**src/rtl/btb_pkg.sv**
```systemverilog
// btb_pkg: shared BTB types, including the branch update unit's queue entry and FSM states.
package btb_pkg;
   typedef logic [31:0] word_t;
   typedef struct packed {
      word_t pc;
      word_t target;
      logic  taken;
   } btb_update_t;
   typedef enum logic {BRU_IDLE, BRU_RECOVER} bru_state_t;
endpackage

```
**src/rtl/bru_update_fifo.sv**
```systemverilog
// bru_update_fifo: small FIFO of BTB training updates; head reads as zero when empty.
module bru_update_fifo
   import btb_pkg::*;
#(
   parameter int QDEPTH = 2
) (
   input  logic                     CLK,
   input  logic                     nRST,
   input  logic                     push,
   input  logic                     pop,
   input  btb_update_t              din,
   output btb_update_t              dout,
   output logic                     empty,
   output logic                     full,
   output logic [$clog2(QDEPTH):0]  count
);
   localparam int AW = $clog2(QDEPTH);
   btb_update_t mem [QDEPTH];
   logic [AW-1:0] wr, rd;
   logic do_push, do_pop;
   assign empty   = count == '0;
   assign full    = count == (AW+1)'(QDEPTH);
   assign do_pop  = pop & ~empty;
   // a full queue still accepts a push when the head leaves in the same cycle
   assign do_push = push & (~full | do_pop);
   assign dout    = empty ? '0 : mem[rd];
   always_ff @(posedge CLK) begin
      if (do_push) mem[wr] <= din;
   end
   always_ff @(posedge CLK or negedge nRST) begin
      if (!nRST) begin
         wr    <= '0;
         rd    <= '0;
         count <= '0;
      end else begin
         if (do_push) wr <= wr + 1'b1;
         if (do_pop) rd <= rd + 1'b1;
         count <= count + (AW+1)'(do_push) - (AW+1)'(do_pop);
      end
   end
endmodule

```
**src/rtl/branch_update_unit.sv**
```systemverilog
// branch_update_unit: resolves EX branches, raises flush/redirect on mispredict, queues BTB training writes.
// Optional BRU_PERF_EN adds saturating br_cnt, mispred_cnt and drop_cnt outputs.
module branch_update_unit
   import btb_pkg::*;
#(
   parameter int QDEPTH         = 2,
   parameter int RECOVER_CYCLES = 1
) (
   input  logic        CLK,
   input  logic        nRST,
   input  logic        en,
   input  logic        res_valid,
   input  logic [31:0] res_pc,
   input  logic        res_pred_taken,
   input  logic [31:0] res_pred_target,
   input  logic        res_taken,
   input  logic [31:0] res_target,
   input  logic        upd_ok,
   output logic        flush,
   output logic [31:0] redirect_pc,
   output logic        WEN,
   output logic [31:0] pc_w,
   output logic [31:0] target_w,
   output logic        taken_w,
   output logic        q_full
`ifdef BRU_PERF_EN
  ,output logic [31:0] br_cnt,
   output logic [31:0] mispred_cnt,
   output logic [31:0] drop_cnt
`endif
);
   localparam int CW = $clog2(RECOVER_CYCLES + 1);
   bru_state_t state, next_state;
   logic [CW-1:0] cnt, cnt_next;
   logic accept, mispredict, empty, full, drop;
   logic [$clog2(QDEPTH):0] count;
   word_t correct_pc;
   btb_update_t head;
   assign accept     = res_valid & en & (state == BRU_IDLE);
   assign mispredict = (res_taken != res_pred_taken) | (res_taken & (res_target != res_pred_target));
   assign correct_pc = res_taken ? res_target : res_pc + 32'd4;
   assign WEN        = ~empty & upd_ok;
   assign drop       = accept & full & ~WEN;
   assign pc_w       = head.pc;
   assign target_w   = head.target;
   assign taken_w    = head.taken;
   assign q_full     = count == ($clog2(QDEPTH)+1)'(QDEPTH);
   bru_update_fifo #(.QDEPTH(QDEPTH)) u_fifo (
      .CLK   (CLK),
      .nRST  (nRST),
      .push  (accept),
      .pop   (WEN),
      .din   ('{pc: res_pc, target: res_target, taken: res_taken}),
      .dout  (head),
      .empty (empty),
      .full  (full),
      .count (count)
   );
   always_comb begin
      next_state = state;
      cnt_next   = cnt;
      if (state == BRU_IDLE) begin
         if (accept & mispredict) begin
            next_state = BRU_RECOVER;
            cnt_next   = CW'(RECOVER_CYCLES);
         end
      end else if (en) begin
         cnt_next   = cnt - 1'b1;
         next_state = (cnt == CW'(1)) ? BRU_IDLE : BRU_RECOVER;
      end
   end
   always_ff @(posedge CLK or negedge nRST) begin
      if (!nRST) begin
         state       <= BRU_IDLE;
         cnt         <= '0;
         flush       <= 1'b0;
         redirect_pc <= '0;
      end else begin
         state <= next_state;
         cnt   <= cnt_next;
         flush <= accept & mispredict;
         if (accept & mispredict) redirect_pc <= correct_pc;
      end
   end
`ifdef BRU_PERF_EN
   always_ff @(posedge CLK or negedge nRST) begin
      if (!nRST) begin
         br_cnt      <= '0;
         mispred_cnt <= '0;
         drop_cnt    <= '0;
      end else begin
         if (accept && br_cnt != '1) br_cnt <= br_cnt + 1'b1;
         if (accept && mispredict && mispred_cnt != '1) mispred_cnt <= mispred_cnt + 1'b1;
         if (drop && drop_cnt != '1) drop_cnt <= drop_cnt + 1'b1;
      end
   end
`endif
endmodule

```
**config.mk**
```make
export PLATFORM = sky130hd
export DESIGN_NAME = branch_update_unit
export DESIGN_NICKNAME = d
export VERILOG_FILES = /design/src/rtl/btb_pkg.sv /design/src/rtl/bru_update_fifo.sv /design/src/rtl/branch_update_unit.sv
export SDC_FILE = /design/constraint.sdc
export NUM_CORES = 1
export LEC_CHECK = 0
export ABC_AREA = 1
export CAP_MARGIN = 20
export CELL_PAD_IN_SITES_DETAIL_PLACEMENT = 0
export CELL_PAD_IN_SITES_GLOBAL_PLACEMENT = 2
export CORE_MARGIN = 10
export CORE_UTILIZATION = 32
export DETAILED_ROUTE_END_ITERATION = 16
export PLACE_DENSITY = 0.83
export SLEW_MARGIN = 20
export SYNTH_ARGS = -nofsm -noshare
export SYNTH_HDL_FRONTEND = slang
export SYNTH_SLANG_ARGS = --single-unit
```
**constraint.sdc**
```tcl
create_clock -name CLK -period 8.68 [get_ports CLK]
set_input_delay 2.17 -clock CLK [delete_from_list [all_inputs] [get_ports CLK]]
set_output_delay 2.17 -clock CLK [all_outputs]
set_load 0.02 [all_outputs]
```
Word-level counts from Yosys, hierarchy flattened
Memory sizes are Yosys's and may differ from the RTL's.
Cells that the tools add are included.
Widths: inputs -> output; s select.
{"block": "word_totals", "register_bits": 39, "elab_cells": 44, "n_memories": 1, "output_inout_bits": 100, "mem_bits_rw": 130, "inputBits": 103}
{"block": "classes", "eq_ne": 4, "n_mux": 11, "bitwise": 12, "n_reduce_logical": 3, "n_addsub": 6}
{"name": "u_fifo.mem", "words": 2, "width": 65, "read_ports": 1, "rd_clocked_by_memory_dff": 0, "wr": 1, "line": "bru_update_fifo.sv:18", "rtl": "btb_update_t mem [QDEPTH];"}
{"op": "$mux 65", "count": 1}
{"op": "$add 32x3->32 const B", "count": 1}
{"op": "$mux 32", "count": 1}
{"op": "$ne 32x32->1", "count": 1}
{"op": "$mux 1", "count": 9}
{"op": "$and 1x1->1", "count": 7}
{"op": "$not 1->1", "count": 3}
{"op": "$add 1x1->1 const B", "count": 2}
{"op": "$add 2x1->2", "count": 1}
{"op": "$eq 2x2->1 const B", "count": 1}
{"op": "$logic_not 2->1", "count": 1}
{"op": "$ne 2x2->1 const B", "count": 1}
{"op": "$or 1x1->1", "count": 2}
{"op": "$reduce_and 2->1", "count": 1}
{"op": "$reduce_bool 2->1", "count": 1}
{"op": "$sub 2x1->2", "count": 1}
{"op": "$ne 1x1->1", "count": 1}
{"op": "$sub 1x1->1 const B", "count": 1}

Depth between registers and ports, before layout
{"block": "logic_depth", "ltp_word": 8, "mapped_depth": 13, "ltp_nobuf": 12}

Hierarchy
From an unflattened synthesis, not the netlist that was laid out.
{"block": "unflattened", "cells_unflattened": 912, "area_unflattened_um2": 8159.1}
{"mod": "bru_update_fifo", "seq_area_each_um2": 4003.8, "cells_each": 384, "area_each_um2": 5103.6, "instances": 1}
{"mod": "branch_update_unit", "seq_area_each_um2": 875.8, "cells_each": 528, "area_each_um2": 3055.4, "instances": 1}

Worst setup path before layout
No wires, ideal clock.
{"block": "synth_timing", "kind": "input -> register", "start": "input en", "end": "memory u_fifo.mem[1][0] (netlist bit), enable pin", "arrival_ns": 5.147, "n_path_buf": 0, "required_ns": 8.190, "setup_ns": 0.490, "setup_slack_ns": 3.043, "stages": 4, "path_cell_list": "nand2_1 -> nor2_1 -> nand2_1 -> nor2_1"}
{"block": "synth_between", "elab_chain_len": 5}
{"item": "start, declared", "line": "branch_update_unit.sv:11", "rtl": "input logic en,"}
{"item": "$and 1x1->1 (2 in a row)", "line": "branch_update_unit.sv:39", "rtl": "assign accept = res_valid & en & (state == BRU_IDLE);"}
{"item": "$and 1x1->1", "line": "bru_update_fifo.sv:25", "rtl": "assign do_push = push & (~full | do_pop);"}
{"item": "$mux 1", "line": "bru_update_fifo.sv:28", "rtl": "if (do_push) mem[wr] <= din;"}
{"item": "$mux 1 (not written as such)", "line": "bru_update_fifo.sv:28"}
{"item": "end, declared", "line": "bru_update_fifo.sv:18"}
Every way passes these cells.

Final worst setup path
{"block": "layout_timing", "start": "input upd_ok", "end": "output WEN"}
{"block": "layout_between", "elab_chain_len": 1}
{"item": "start, declared", "line": "branch_update_unit.sv:18", "rtl": "input logic upd_ok,"}
{"item": "$and 1x1->1", "line": "branch_update_unit.sv:42", "rtl": "assign WEN = ~empty & upd_ok;"}
{"item": "end, declared", "line": "branch_update_unit.sv:21", "rtl": "output logic WEN,"}
Every way passes these cells.

==> metrics.cfg <==
[grt]
antenna_violations_before_repair = 0
grt_max_degree = 68
grt_total_usage_pct = 16.5
grt_pass1_vias = 6509
grt_overflow = 0
wire_length_of_the_first_global_routing_pass_um = 39300

[clocking]
clk_latency_ns = 0.43
cts.hold.buffers_added = 0
cts-resized-gates = 0
cts_made_buffers = 17
h_tree_levels = 4
cts_root_buffer = sky130_fd_sc_hd__clkbuf_16
post_cts_setup_buffer_count = 0
cts.reportedPaths.clkPinSlew_ns = 0.06
cts_sinks = 169
tritoncts = done
clock_path_buffers = 2

[timing]
worst_slew_margin_rel_pct = 34.2
worst_slew_pin_slew_ns = 0.984
unrepaired_setup_endpoints_after_global_routing = false
fin_crit_sh_pct = 64.3
fin_worst_hold_slack_ns = 0.487
timing.final.max_slew_violations = 0
hold_viol = 0
maxClockFrequency_mhz = 179
finalWorstPathRequiredPeriod_ns = 5.58
setup_viol = 0
fin_setup_tns_ns = 0
clock-skew-final_ns = 0.0101

[floorplan]
chipHeight_um = 178
io-pin-count = 203
num_rows = 57
die_area_um2 = 31700
die_w_um = 178
core_region_area_um2 = 24500
floorplan.initialDensity_pct = 32.7

[power_and_ir_drop]
total_switching_power_mw = 1.29
power.switching_fraction_pct = 39.1
total_power_mw = 3.30
combPwrFrac_pct = 44.9
pwr_density_cell_nw_per_um2 = 303
p_leak_nw = 4.37
clock_power_share_pct = 21.3
max-vdd-ir-drop_mv = 0.376
pwr-share-seq_pct = 33.8
internal_power_mw = 2.01

[logic_synthesis]
synth_enable_flop_cells = 130
yosysUniqueCellTypes = 27
postSynthAreaPerCell_um2 = 9.18
post_synthesis_instance_area_um2 = 8010
most_used_standard_cell_by_instance_count_after_synthesis = sky130_fd_sc_hd__nand2_1
yosysWarnings = 0
synth_nets = 978
synth-async-reset-ratio_pct = 23.1
yosysSeqAreaShare_pct = 61.0
synth_top_cell_area_share_pct = 48.8
synth_top_area_cell = sky130_fd_sc_hd__edfxtp_1
synthTopCellsByCount = sky130_fd_sc_hd__nand2_1, sky130_fd_sc_hd__edfxtp_1, sky130_fd_sc_hd__a21oi_1, sky130_fd_sc_hd__nor2_1, sky130_fd_sc_hd__inv_1
synthFlopType = sky130_fd_sc_hd__edfxtp_1
synth_seq_cells = 169
synthCells = 872
yosys-top-cells-area = sky130_fd_sc_hd__edfxtp_1, sky130_fd_sc_hd__nand2_1, sky130_fd_sc_hd__dfrtp_1

[final_layout]
nFillCells = 2397
area_growth_syn_to_layout_pct = 36.3
final_nets = 1173
final_core_util_pct = 44.6
post-route-cell-area_um2 = 10900
final-seq-area_um2 = 4880
post_route_cells_drive_above_1_share_pct = 4.54
area_of_combinational_cells_with_multiple_inputs_um2 = 2760

[detailed_routing]
drt-pass1-iter-count = 7
totalWireLength_um = 26600
ant_nets = 0
detail_route.iter0.violations = 399
route.detailed.wl_per_inst_um = 18.9
vias_per_cell = 4.56
number_of_vias_in_the_routed_layout = 6409
remaining_drc_errors = 0

[setup_path]
crit_arrival_ns = 3.41
worst_setup_path_start_kind = input pin
timing.rr.start = state
source_of_the_critical_timing_path = upd_ok
timing.critical_path.to_type = primary output
cp_data_required_time_ns = 6.51
path_max_fanout = 3
criticalPathCategory = in2out

[placement]
dpl.hpwl_um = 19400
number_of_buffer_cells_added_on_primary_ports = 202
place.gp.congestion = 0.809
dpl-instance-area_um2 = 10400

[outcome]
run_status = finished, final reports clean

[worst_hold_path]
hold_path.startpoint = redirect_pc[9]
min-delay-path-class = reg2reg

[flow_run]
timing.max_cap.violations = 0

## power groups by stage
stage | combinational (mW) | sequential [mW] | clock, mW
finish | 1.48 | 1.12 | 0.704
CTS | 1.52 | 1.12 | 0.721
floorplan | 0.663 | 1.21 | 0
global placement | 1.50 | 1.13 | 0
detailed placement | 1.51 | 1.13 | 0
global route | 1.61 | 1.13 | 0.753
## area by class of cell
class	instances	area share, %
sequential	169	44.7
multi-input combinational	606	25.3
timing repair buffer	209	18.9
clock buffer	17	3.90
tap	324	3.72
inverter	64	2.20
clock inverter	15	1.16
antenna	1	0.0229
## state kept, by name, indices dropped and copies added, names as in the netlist
| name | cells |
|---|---|
| u_fifo.mem | 130 |
| redirect_pc | 32 |
| u_fifo.count | 2 |
| cnt | 1 |
| flush | 1 |
| state | 1 |
| u_fifo.rd | 1 |
| u_fifo.wr | 1 |
## worst max-delay path, cell delays in order
cell                              delay [ns]
sky130_fd_sc_hd__clkdlybuf4s50_1        0.46
sky130_fd_sc_hd__inv_1                  0.06
sky130_fd_sc_hd__nor2_1                 0.10
sky130_fd_sc_hd__clkdlybuf4s50_1        0.62
## through the flow
step / instances / setup WS [ns]
floorplan: 872 / 3.04
global placement: 1372 / 3.11
detailed placement: 1372 / 3.10
CTS: 1404 / 3.09
global route: 1404 / 3.05
finish: 1405 / 3.10
## routing by layer
| layer | wire [um] | global-route usage (%) | vias to the layer above |
|---|---|---|---|
| met5 | 0 | 0 | - |
| met4 | 272 | 4.69 | 0 |
| met3 | 1510 | 3.70 | 18 |
| met2 | 12700 | 27.0 | 157 |
| met1 | 12100 | 21.6 | 2998 |
| li1 | - | - | 3236 |
## kinds of logic after synthesis
logic type	count (synthesis)	share of synthesized area [%]
compound gates	116	7.46
xor+xnor	27	2.95
fa+ha+maj	3	0.469
buf+inv	97	4.91
flops	169	61.0
mux	12	1.50
simple gates	448	21.8
## cells in the final DEF, fill, tap and decap left out
cell	count
sky130_fd_sc_hd__a21boi_0	1
sky130_fd_sc_hd__a21oi_1	67
sky130_fd_sc_hd__and3_1	1
sky130_fd_sc_hd__buf_2	2
sky130_fd_sc_hd__buf_4	7
sky130_fd_sc_hd__clkbuf_16	17
sky130_fd_sc_hd__clkdlybuf4s50_1	200
sky130_fd_sc_hd__clkinv_1	3
sky130_fd_sc_hd__clkinv_2	1
sky130_fd_sc_hd__clkinv_4	6
sky130_fd_sc_hd__clkinv_8	1
sky130_fd_sc_hd__clkinvlp_4	3
sky130_fd_sc_hd__dfrtp_1	38
sky130_fd_sc_hd__dfrtp_2	1
sky130_fd_sc_hd__diode_2	1
sky130_fd_sc_hd__edfxtp_1	130
sky130_fd_sc_hd__ha_1	3
sky130_fd_sc_hd__inv_1	61
sky130_fd_sc_hd__inv_2	2
sky130_fd_sc_hd__inv_8	2
sky130_fd_sc_hd__mux2i_1	12
sky130_fd_sc_hd__nand2_1	346
sky130_fd_sc_hd__nand3_1	19
sky130_fd_sc_hd__nand3b_1	3
sky130_fd_sc_hd__nand4_1	3
sky130_fd_sc_hd__nor2_1	64
sky130_fd_sc_hd__nor2_4	3
sky130_fd_sc_hd__nor3_1	6
sky130_fd_sc_hd__o21ai_0	44
sky130_fd_sc_hd__o21bai_1	3
sky130_fd_sc_hd__o21bai_4	1
sky130_fd_sc_hd__or2_2	3
sky130_fd_sc_hd__xnor2_1	15
sky130_fd_sc_hd__xor2_1	12
## path summary, 6_finish.rpt
| kind | end | slack, ns | cells after the start |
|---|---|---|---|
| worst max-delay path | WEN | 3.10 | 4 |
| worst min-delay path | redirect_pc[9] | 0.49 | 2 |
| worst max register to register | u_fifo.mem[0][27] | 5.90 | 4 |
| worst min register to register | redirect_pc[9] | 0.49 | 2 |
| max in group asynchronous | u_fifo.rd | 6.18 | 1 |
| min in group asynchronous | u_fifo.rd | 1.88 | 1 |
(Power assumes the default switching activity.)
